## src/rtl/steer_pkg.sv

```systemverilog
// steer_pkg: steering codes, command bytes and sequencer states shared with the PWM stage.
package steer_pkg;
    localparam logic [1:0] DIR_LEFT  = 2'b10;
    localparam logic [1:0] DIR_MID   = 2'b00;
    localparam logic [1:0] DIR_RIGHT = 2'b01;
    localparam logic [7:0] CMD_L = 8'h4C;
    localparam logic [7:0] CMD_R = 8'h52;
    localparam logic [7:0] CMD_C = 8'h43;
    typedef enum logic [1:0] {S_MID, S_LEFT, S_RIGHT, S_CENTER} state_t;
    function automatic logic [1:0] dir_of(state_t s);
        return s == S_LEFT ? DIR_LEFT : s == S_RIGHT ? DIR_RIGHT : DIR_MID;
    endfunction
endpackage

```

## src/rtl/steer_cmd_if.sv

```systemverilog
// steer_cmd_if: receiver byte strobe in, steering code and link status out.
interface steer_cmd_if;
    logic       rx_valid;
    logic [7:0] rx_data;
    logic [1:0] direc;
    logic       link_ok;
    logic       cmd_err;
    modport master (output rx_valid, rx_data, input direc, link_ok, cmd_err);
    modport slave  (input rx_valid, rx_data, output direc, link_ok, cmd_err);
endinterface

```

## src/rtl/steer_wdog.sv

```systemverilog
// steer_wdog: saturating link watchdog; expire pulses on the cycle the count reaches TIMEOUT.
module steer_wdog #(
    parameter int TIMEOUT = 1000
) (
    input  logic clk_dec,
    input  logic rst_n,
    input  logic clr,
    output logic expire
);
    localparam int CW = $clog2(TIMEOUT + 1);
    logic [CW-1:0] cnt_q, cnt_d;
    always_comb begin
        cnt_d = clr ? '0 : cnt_q == CW'(TIMEOUT) ? cnt_q : cnt_q + 1'b1;
    end
    assign expire = !clr && cnt_q == CW'(TIMEOUT - 1);
    always_ff @(posedge clk_dec or negedge rst_n) begin
        if (!rst_n) cnt_q <= '0;
        else        cnt_q <= cnt_d;
    end
endmodule

```

## src/rtl/steer_cmd.sv

```systemverilog
// steer_cmd: decodes remote command bytes into a steering code, forcing a timed mid pass on reversals.
module steer_cmd
    import steer_pkg::*;
#(
    parameter int MID_HOLD = 80,
    parameter int TIMEOUT  = 1000
) (
    input logic        clk_dec,
    input logic        rst_n,
    steer_cmd_if.slave bus
);
    localparam int HW = $clog2(MID_HOLD + 1);
    state_t        state_q, state_d, pend_q, pend_d;
    logic [HW-1:0] hold_q, hold_d;
    logic [1:0]    direc_q, direc_d;
    logic          link_q, link_d, err_q, err_d;
    logic          is_l, is_r, is_c, is_cmd, expire;
    assign is_l   = bus.rx_valid && bus.rx_data == CMD_L;
    assign is_r   = bus.rx_valid && bus.rx_data == CMD_R;
    assign is_c   = bus.rx_valid && bus.rx_data == CMD_C;
    assign is_cmd = is_l || is_r || is_c;
    steer_wdog #(.TIMEOUT(TIMEOUT)) u_wdog (
        .clk_dec(clk_dec),
        .rst_n  (rst_n),
        .clr    (is_cmd),
        .expire (expire)
    );
    always_comb begin
        state_d = state_q;
        pend_d  = pend_q;
        case (state_q)
            S_LEFT: begin
                state_d = is_r ? S_CENTER : is_c ? S_MID : S_LEFT;
                pend_d  = S_RIGHT;
            end
            S_RIGHT: begin
                state_d = is_l ? S_CENTER : is_c ? S_MID : S_RIGHT;
                pend_d  = S_LEFT;
            end
            S_CENTER: begin
                pend_d  = is_l ? S_LEFT : is_r ? S_RIGHT : pend_q;
                state_d = is_c ? S_MID : hold_q == HW'(1) ? pend_d : S_CENTER;
            end
            default: state_d = is_l ? S_LEFT : is_r ? S_RIGHT : S_MID;
        endcase
        if (expire) state_d = S_MID;
        // the hold loads only on entry; exit happens as it steps from 1 to 0
        hold_d  = state_d != S_CENTER ? '0 : state_q == S_CENTER ? hold_q - 1'b1 : HW'(MID_HOLD);
        direc_d = dir_of(state_d);
        link_d  = is_cmd ? 1'b1 : expire ? 1'b0 : link_q;
        err_d   = bus.rx_valid && !is_cmd;
    end
    always_ff @(posedge clk_dec or negedge rst_n) begin
        if (!rst_n) begin
            state_q <= S_MID;
            pend_q  <= S_MID;
            hold_q  <= '0;
            direc_q <= DIR_MID;
            link_q  <= 1'b0;
            err_q   <= 1'b0;
        end else begin
            state_q <= state_d;
            pend_q  <= pend_d;
            hold_q  <= hold_d;
            direc_q <= direc_d;
            link_q  <= link_d;
            err_q   <= err_d;
        end
    end
    assign bus.direc   = direc_q;
    assign bus.link_ok = link_q;
    assign bus.cmd_err = err_q;
endmodule

```

## src/flat_wrapper.sv

```systemverilog
// flat-port wrapper written by rule: the top's interface ports become plain ports
module steer_cmd_flat import steer_pkg::*;
#(
    parameter int MID_HOLD = 80,
    parameter int TIMEOUT  = 1000
)
  (clk_dec, rst_n, bus_rx_valid, bus_rx_data, bus_direc, bus_link_ok, bus_cmd_err);
  steer_cmd_if bus_i ();
  input logic clk_dec;
  input logic rst_n;
  input wire logic [$bits(bus_i.rx_valid)-1:0] bus_rx_valid;
  input wire logic [$bits(bus_i.rx_data)-1:0] bus_rx_data;
  output wire logic [$bits(bus_i.direc)-1:0] bus_direc;
  output wire logic [$bits(bus_i.link_ok)-1:0] bus_link_ok;
  output wire logic [$bits(bus_i.cmd_err)-1:0] bus_cmd_err;
  assign bus_i.rx_valid = bus_rx_valid;
  assign bus_i.rx_data = bus_rx_data;
  assign bus_direc = bus_i.direc;
  assign bus_link_ok = bus_i.link_ok;
  assign bus_cmd_err = bus_i.cmd_err;
  steer_cmd #(.MID_HOLD(MID_HOLD), .TIMEOUT(TIMEOUT)) u_core (.clk_dec(clk_dec), .rst_n(rst_n), .bus(bus_i));
endmodule
```

## config.mk

```make
export PLATFORM = sky130hd
export DESIGN_NAME = steer_cmd_flat
export DESIGN_NICKNAME = d
export VERILOG_FILES = /design/src/rtl/steer_pkg.sv /design/src/rtl/steer_cmd_if.sv /design/src/rtl/steer_wdog.sv /design/src/rtl/steer_cmd.sv /design/src/flat_wrapper.sv
export SDC_FILE = /design/constraint.sdc
export NUM_CORES = 1
export LEC_CHECK = 0
export ABC_AREA = 1
export BUFFER_PORTS_ARGS = -buffer_cell sky130_fd_sc_hd__buf_4
export CORE_AREA = 5 5 57 59
export CTS_CLUSTER_SIZE = 40
export DETAILED_ROUTE_END_ITERATION = 6
export DIE_AREA = 0 0 62 64
export GPL_ROUTABILITY_DRIVEN = 0
export PLACE_DENSITY = 0.86
export SLEW_MARGIN = 20
export SYNTH_ARGS = -nofsm -noshare
export SYNTH_HDL_FRONTEND = slang
export SYNTH_HIERARCHICAL = 1
export SYNTH_SLANG_ARGS = --single-unit
```

## constraint.sdc

```tcl
create_clock -name clk_dec -period 1.9 [get_ports clk_dec]
set_input_delay 0.19 -clock clk_dec [delete_from_list [all_inputs] [get_ports clk_dec]]
set_output_delay 0.19 -clock clk_dec [all_outputs]
set_load 0.005 [all_outputs]
```

---- Yosys cells after proc, flatten, opt, wreduce, memory -nomap -nowiden ----
Cells that the tools add are included.
storage, ports and cells
  bits in registers ....................... 25
  bits of input ports ..................... 11
  output and inout bits ................... 4
  word-level logic and storage cells ...... 53
cells by class
  add/sub/neg operators ................... 2
  equality and inequality tests ........... 13
  muxes and demuxes ....................... 21
  reduce and logical (&&, ||, !) cells .... 10
operators with widths
  kind                     count
  $eq A8 B7 Y1 const B     3
  $mux W2                  11
  $eq A10 B10 Y1 const B   2
  $mux W10                 2
  $mux W7                  2
  $pmux W2 S3              2
  $add A10 B1 Y10 const B  1
  $eq A7 B1 Y1 const B     1
  $sub A7 B1 Y7 const B    1
  $eq A2 B2 Y1 const B     3
  $logic_and A1 B1 Y1      5
  $eq A2 B1 Y1 const B     2
  $mux W1                  4
  $reduce_bool A3 Y1       1
  $logic_or A1 B1 Y1       2
  $ne A2 B1 Y1 const B     1
  $ne A2 B2 Y1 const B     1
  $reduce_bool A2 Y1       1
  $logic_not A1 Y1         1

---- Depth between registers and ports, before layout ----
  word-level depth ........................ 11
  mapped depth ............................ 13
  gate-level depth less buffers ........... 13

---- Hierarchy ----
Netlist, hierarchy kept.
by module, submodules not included
  module      times used  cells each  area each (um2)  seq. area each (um2)
  steer_cmd   1           128         914.6            375.4
  steer_wdog  1           79          583.1            250.2

---- Worst setup path before layout ----
Ideal clock, no wire load.
  path type ............................... input port to flip-flop
  start point ............................. in bus_rx_data[0]
  end point ............................... reg u_core.hold_q[0]
  arrival time ............................ 1370 ps
  path slack .............................. 457 ps
  stages .................................. 12
  buffers on the path ..................... 0
  path through ............................ inv_1 nand2_1 nor2_1 nand3_2 inv_1 a21oi_1 nand2_1 nor3_1 and3_1 a21oi_1 nand3_2 nor2_1
on the way
  elaborated cells between the ends (all ways) .. 24
  those cells by class .................... 4 x eq/ne; 13 x mux; 7 x reduce/logical
RTL lines
  what                                    RTL line                          text
  start, declared                         flat_wrapper.sv:12                input wire logic [$bits(bus_i.rx_data)-1:0] bus_rx_data;
  $eq A8 B7 Y1 (on tied branches)         steer_cmd.sv:18, steer_cmd.sv:19
  $logic_and A1 B1 Y1 (on tied branches)  steer_cmd.sv:18, steer_cmd.sv:19
  $logic_or A1 B1 Y1                      steer_cmd.sv:21                   assign is_cmd = is_l || is_r || is_c;
  $logic_or A1 B1 Y1 (*)                  steer_cmd.sv:21
  named net u_core.is_cmd                 steer_cmd.sv:17                   logic is_l, is_r, is_c, is_cmd, expire;
  $logic_not A1 Y1 (*)                    steer_wdog.sv:15                  assign expire = !clr && cnt_q == CW'(TIMEOUT - 1);
  $logic_and A1 B1 Y1 (*)                 steer_wdog.sv:15
  named net u_core.expire                 steer_cmd.sv:17
  $mux W2 (*)                             steer_cmd.sv:46                   if (expire) state_d = S_MID;
  $ne A2 B2 Y1 (*)                        steer_cmd.sv:48                   hold_d = state_d != S_CENTER ? '0 : state_q == S_CENTER ? hold_q - 1'b1 : HW'(MID_HOLD);
  $mux W7 (*)                             steer_cmd.sv:48
  named net u_core.hold_d[0]              steer_cmd.sv:14                   logic [HW-1:0] hold_q, hold_d;
  end signal, assigned                    steer_cmd.sv:64                   hold_q <= hold_d;
  end, declared                           steer_cmd.sv:14
The timed path passes the listed nets; every way through them passes the cells marked *.
A chain may end at the register's enable or synchronous reset.

---- Worst setup path in the final report ----
  start point ............................. reg u_core.u_wdog.cnt_q[0]
  end point ............................... reg u_core.hold_q[1]
on the way
  longest elaborated chain between the ends .. 5
RTL lines
  what                        RTL line          text
  start, declared             steer_wdog.sv:11  logic [CW-1:0] cnt_q, cnt_d;
  start signal, assigned      steer_wdog.sv:18  else cnt_q <= cnt_d;
  $eq A10 B10 Y1              steer_wdog.sv:15
  $logic_and A1 B1 Y1         steer_wdog.sv:15
  named net u_core.expire     steer_cmd.sv:17
  $mux W2                     steer_cmd.sv:46
  $ne A2 B2 Y1                steer_cmd.sv:48
  $mux W7                     steer_cmd.sv:48
  named net u_core.hold_d[1]  steer_cmd.sv:14
The timed path passes the listed nets, and every way through them passes these cells.

==> results.json <==
{
  "status": "finished clean",
  "dp_slack_ns": 0.2396,
  "setup.worst_path.start": "u_core/u_wdog/cnt_q[0]$_DFFE_PN0P_",
  "cts_buffers": 3,
  "cp_max_fo": 7,
  "tightest_slew_ns": 0.3088,
  "p_int_mw": 1.211,
  "fin_crit_ns": 1.593,
  "hold_end": "u_core/bus.cmd_err$_DFF_PN0_",
  "drt_iter0_markers": 84,
  "end_kind": "register",
  "drc_errors": 0,
  "dp_cells": 253,
  "ant_nets": 0,
  "arrival_ns": 1.83,
  "reg2reg_from": "u_core/u_wdog/cnt_q[0]$_DFFE_PN0P_",
  "clock-sinks": 25,
  "wl_per_cell_um": 10.74,
  "cp_slowest_cell": "dfrtp_1",
  "crit_chain": "ha_1 > nand2_2 > inv_1 > and3_1 > a21oi_1 > nand3_2 > nor2_1",
  "grt_pass1_wl_mm": 5.043,
  "grt_max_degree": 26,
  "wl_mm": 2.770,
  "gr-total-overflow": 0,
  "ioPinCount": 15,
  "final_cell_count_no_fill": 258,
  "ys_ff_latch": 25,
  "r2r_end": "u_core/hold_q[1]$_DFF_PN0_",
  "final_area_um2": 1687,
  "fin_util": 0.6335,
  "p_sw_frac": 0.4395,
  "rrSetupSlack_ns": 0.31,
  "syn2layout_area_growth_pct": 12.62,
  "post_cts_buffers": 0,
  "start_util": 0.5625,
  "antenna_found_initial": 0,
  "clkTransAtPathRegs_ns": 0.14,
  "irDropWorstVdd_v": 0.0008841,
  "worst_clock_skew_ns": 0.01199,
  "reg2reg_depth": 7,
  "synthCells": 207,
  "met3WireLength_um": 72,
  "critPathLaunchType": "register",
  "met1_length_mm": 1.255,
  "crit_buf_inv": 1,
  "cp.required_ns": 2.14,
  "cp_top_family": "simple AND/OR/NAND/NOR gates",
  "rsz0062_at_grt": "no",
  "root_buffer": "clkbuf_4",
  "drv_cap": 0,
  "post_cts_resized": 0,
  "hold_path_class": "input pin to register",
  "routed-via-count": 1321,
  "layout-drive-gt1-share": 0.1806,
  "insertion_delay_ns": 0.31,
  "dr.pass1.iters": 4,
  "nNetsFinal": 243,
  "power.leakage_nw": 0.9302,
  "fmax_mhz": 627.9,
  "finalCritPeriodShare": 0.8382,
  "critPathKind": "register to register",
  "yosys_warnings": 6,
  "combPwrFrac": 0.461,
  "finalWorstSetupSlack_ns": 0.3075,
  "diodes": 0,
  "pwr-share-clk": 0.107,
  "htree_levels": 1,
  "fillerInstances": 257,
  "timing.final.max_slew_violations": 0,
  "worstHoldPathCells": 3,
  "p_sw_mw": 0.9495,
  "grt_pass1_vias": 1291,
  "synth_fp_nets": 222,
  "wl_met2_mm": 1.422,
  "slew_headroom": 0.7941,
  "grt_use_total": 0.1625,
  "dieWidth_um": 62,
  "power.density_nw_per_um2": 1281,
  "tns_ns": 0,
  "seq_power_share": 0.432,
  "setup_viol": 0,
  "routed.top_layer": "met4",
  "clockBufferDepth": 2,
  "die_h_um": 64,
  "avgSynthCellArea_um2": 7.235,
  "hold_viol_final": 0,
  "timing.hold.worst.start": "bus_rx_valid",
  "netlist-cell-type-count": 24,
  "row_count": 19,
  "dp_hpwl_mm": 2.157,
  "via_per_inst": 5.120,
  "core_um2": 2663,
  "place_area_um2": 1649,
  "portBuffers": 14,
  "dieArea_um2": 3968,
  "yosysSeqAreaShare": 0.4177,
  "cts_tree": "yes",
  "slowest_delay_ns": 0.44,
  "synth_area_um2": 1498
}
==> power groups by stage <==
stage	clock network, mW	registers, mW	logic (mW)
final	0.231	0.932	0.997
after global routing	0.266	0.970	1.17
after CTS	0.245	0.929	1.01
after detailed placement	0	0.941	0.996
after global placement	0	0.933	0.962
after floorplan	0	0.894	0.788
==> area by class of cell <==
type | instances | area, µm² | area share
clock buffers | 3 | 22.52 | 0.01335
well taps | 31 | 38.79 | 0.02300
inverters | 38 | 142.6 | 0.08457
repair buffers | 16 | 122.6 | 0.07270
multi-input cells | 144 | 729.5 | 0.4325
clock inverters | 1 | 5.005 | 0.002967
flip-flops and latches | 25 | 625.6 | 0.3709
==> worst reg2reg max path, stage by stage (launching register included) <==
cell and delay [ns]:
dfrtp_1 0.44, ha_1 0.24, nand2_2 0.10, inv_1 0.06, and3_1 0.19, a21oi_1 0.19, nand3_2 0.17, nor2_1 0.13
==> repair_timing <==
action                                  CTS  global route
endpoints found under the hold margin    25             0
endpoints found under the setup margin    0             0
hold buffers                              1             0
==> metrics by stage <==
step                hold WS (ns)  power, mW
floorplan                -0.1056      1.682
global placement          0.1022      1.896
detailed placement        0.1064      1.937
CTS                      0.08339      2.181
global route             0.09737      2.404
finish                   0.09705      2.160
==> how the worst max path moves through the flow <==
stage                                 end  slack [ns]  depth (start not counted)
2_1_floorplan  u_core/hold_q[0]$_DFF_PN0_        0.46                         12
3_3_place_gp   u_core/hold_q[1]$_DFF_PN0_        0.32                         13
3_5_place_dp   u_core/hold_q[1]$_DFF_PN0_        0.24                         13
4_1_cts        u_core/hold_q[1]$_DFF_PN0_        0.31                          7
5_1_grt        u_core/hold_q[3]$_DFF_PN0_        0.14                          7
6_report       u_core/hold_q[1]$_DFF_PN0_        0.31                          7
==> logic make-up (layout without fill, tap and decap cells) <==
family,Yosys count,in the layout,synth area share
XOR/XNOR,2,2,0.01170
flip-flops,25,25,0.4177
buffers and inverters,38,58,0.09523
AO/OA/AOI/OAI,18,18,0.06349
AND/OR/NAND/NOR,120,120,0.3785
adder cells (fa/ha/maj),4,4,0.03342
==> Yosys cell counts (all sizes together) <==
cell type   n  area share
a21boi      1      0.0050
a21oi       9       0.030
a31oi       2      0.0084
and3        1      0.0042
clkinv      1      0.0025
dfrtp      25        0.42
ha          4       0.033
inv        37       0.093
nand2      49        0.13
nand3      18       0.070
nand4       3       0.013
nor2       37        0.11
nor3        8       0.027
nor3b       1      0.0050
nor4        1      0.0042
o21ai       6       0.020
or2         2      0.0084
xnor2       1      0.0058
xor2        1      0.0058
==> metal layers <==
| metal | vias to the layer above | global-route usage |
|---|---|---|
| met1 | 611 | 0.2094 |
| met2 | 17 | 0.2707 |
| met3 | 2 | 0.01811 |
| met4 | 0 | 0.06366 |
| met5 | - | 0 |
| li1 | 691 | - |
==> registers in the layout, indices dropped and copies added (netlist names) <==
name / cells
u_core/u_wdog/cnt_q: 10
u_core/bus.link_ok: 1
u_core/state_q: 2
u_core/pend_q: 2
u_core/hold_q: 7
u_core/bus.direc: 2
u_core/bus.cmd_err: 1
==> cell usage in the layout, fill, tap and decap left out, drive strengths merged <==
| cell type | count |
|---|---|
| clkbuf | 3 |
| dfrtp | 25 |
| nand3 | 18 |
| a21oi | 9 |
| nor2 | 37 |
| or2 | 2 |
| xor2 | 1 |
| and3 | 1 |
| buf | 15 |
| a21boi | 1 |
| clkinv | 2 |
| dlygate4sd3 | 1 |
| nor3b | 1 |
| a31oi | 2 |
| ha | 4 |
| nor3 | 8 |
| o21ai | 6 |
| nand4 | 3 |
| inv | 37 |
| nand2 | 49 |
| xnor2 | 1 |
| nor4 | 1 |
(Power assumes the default switching activity.)
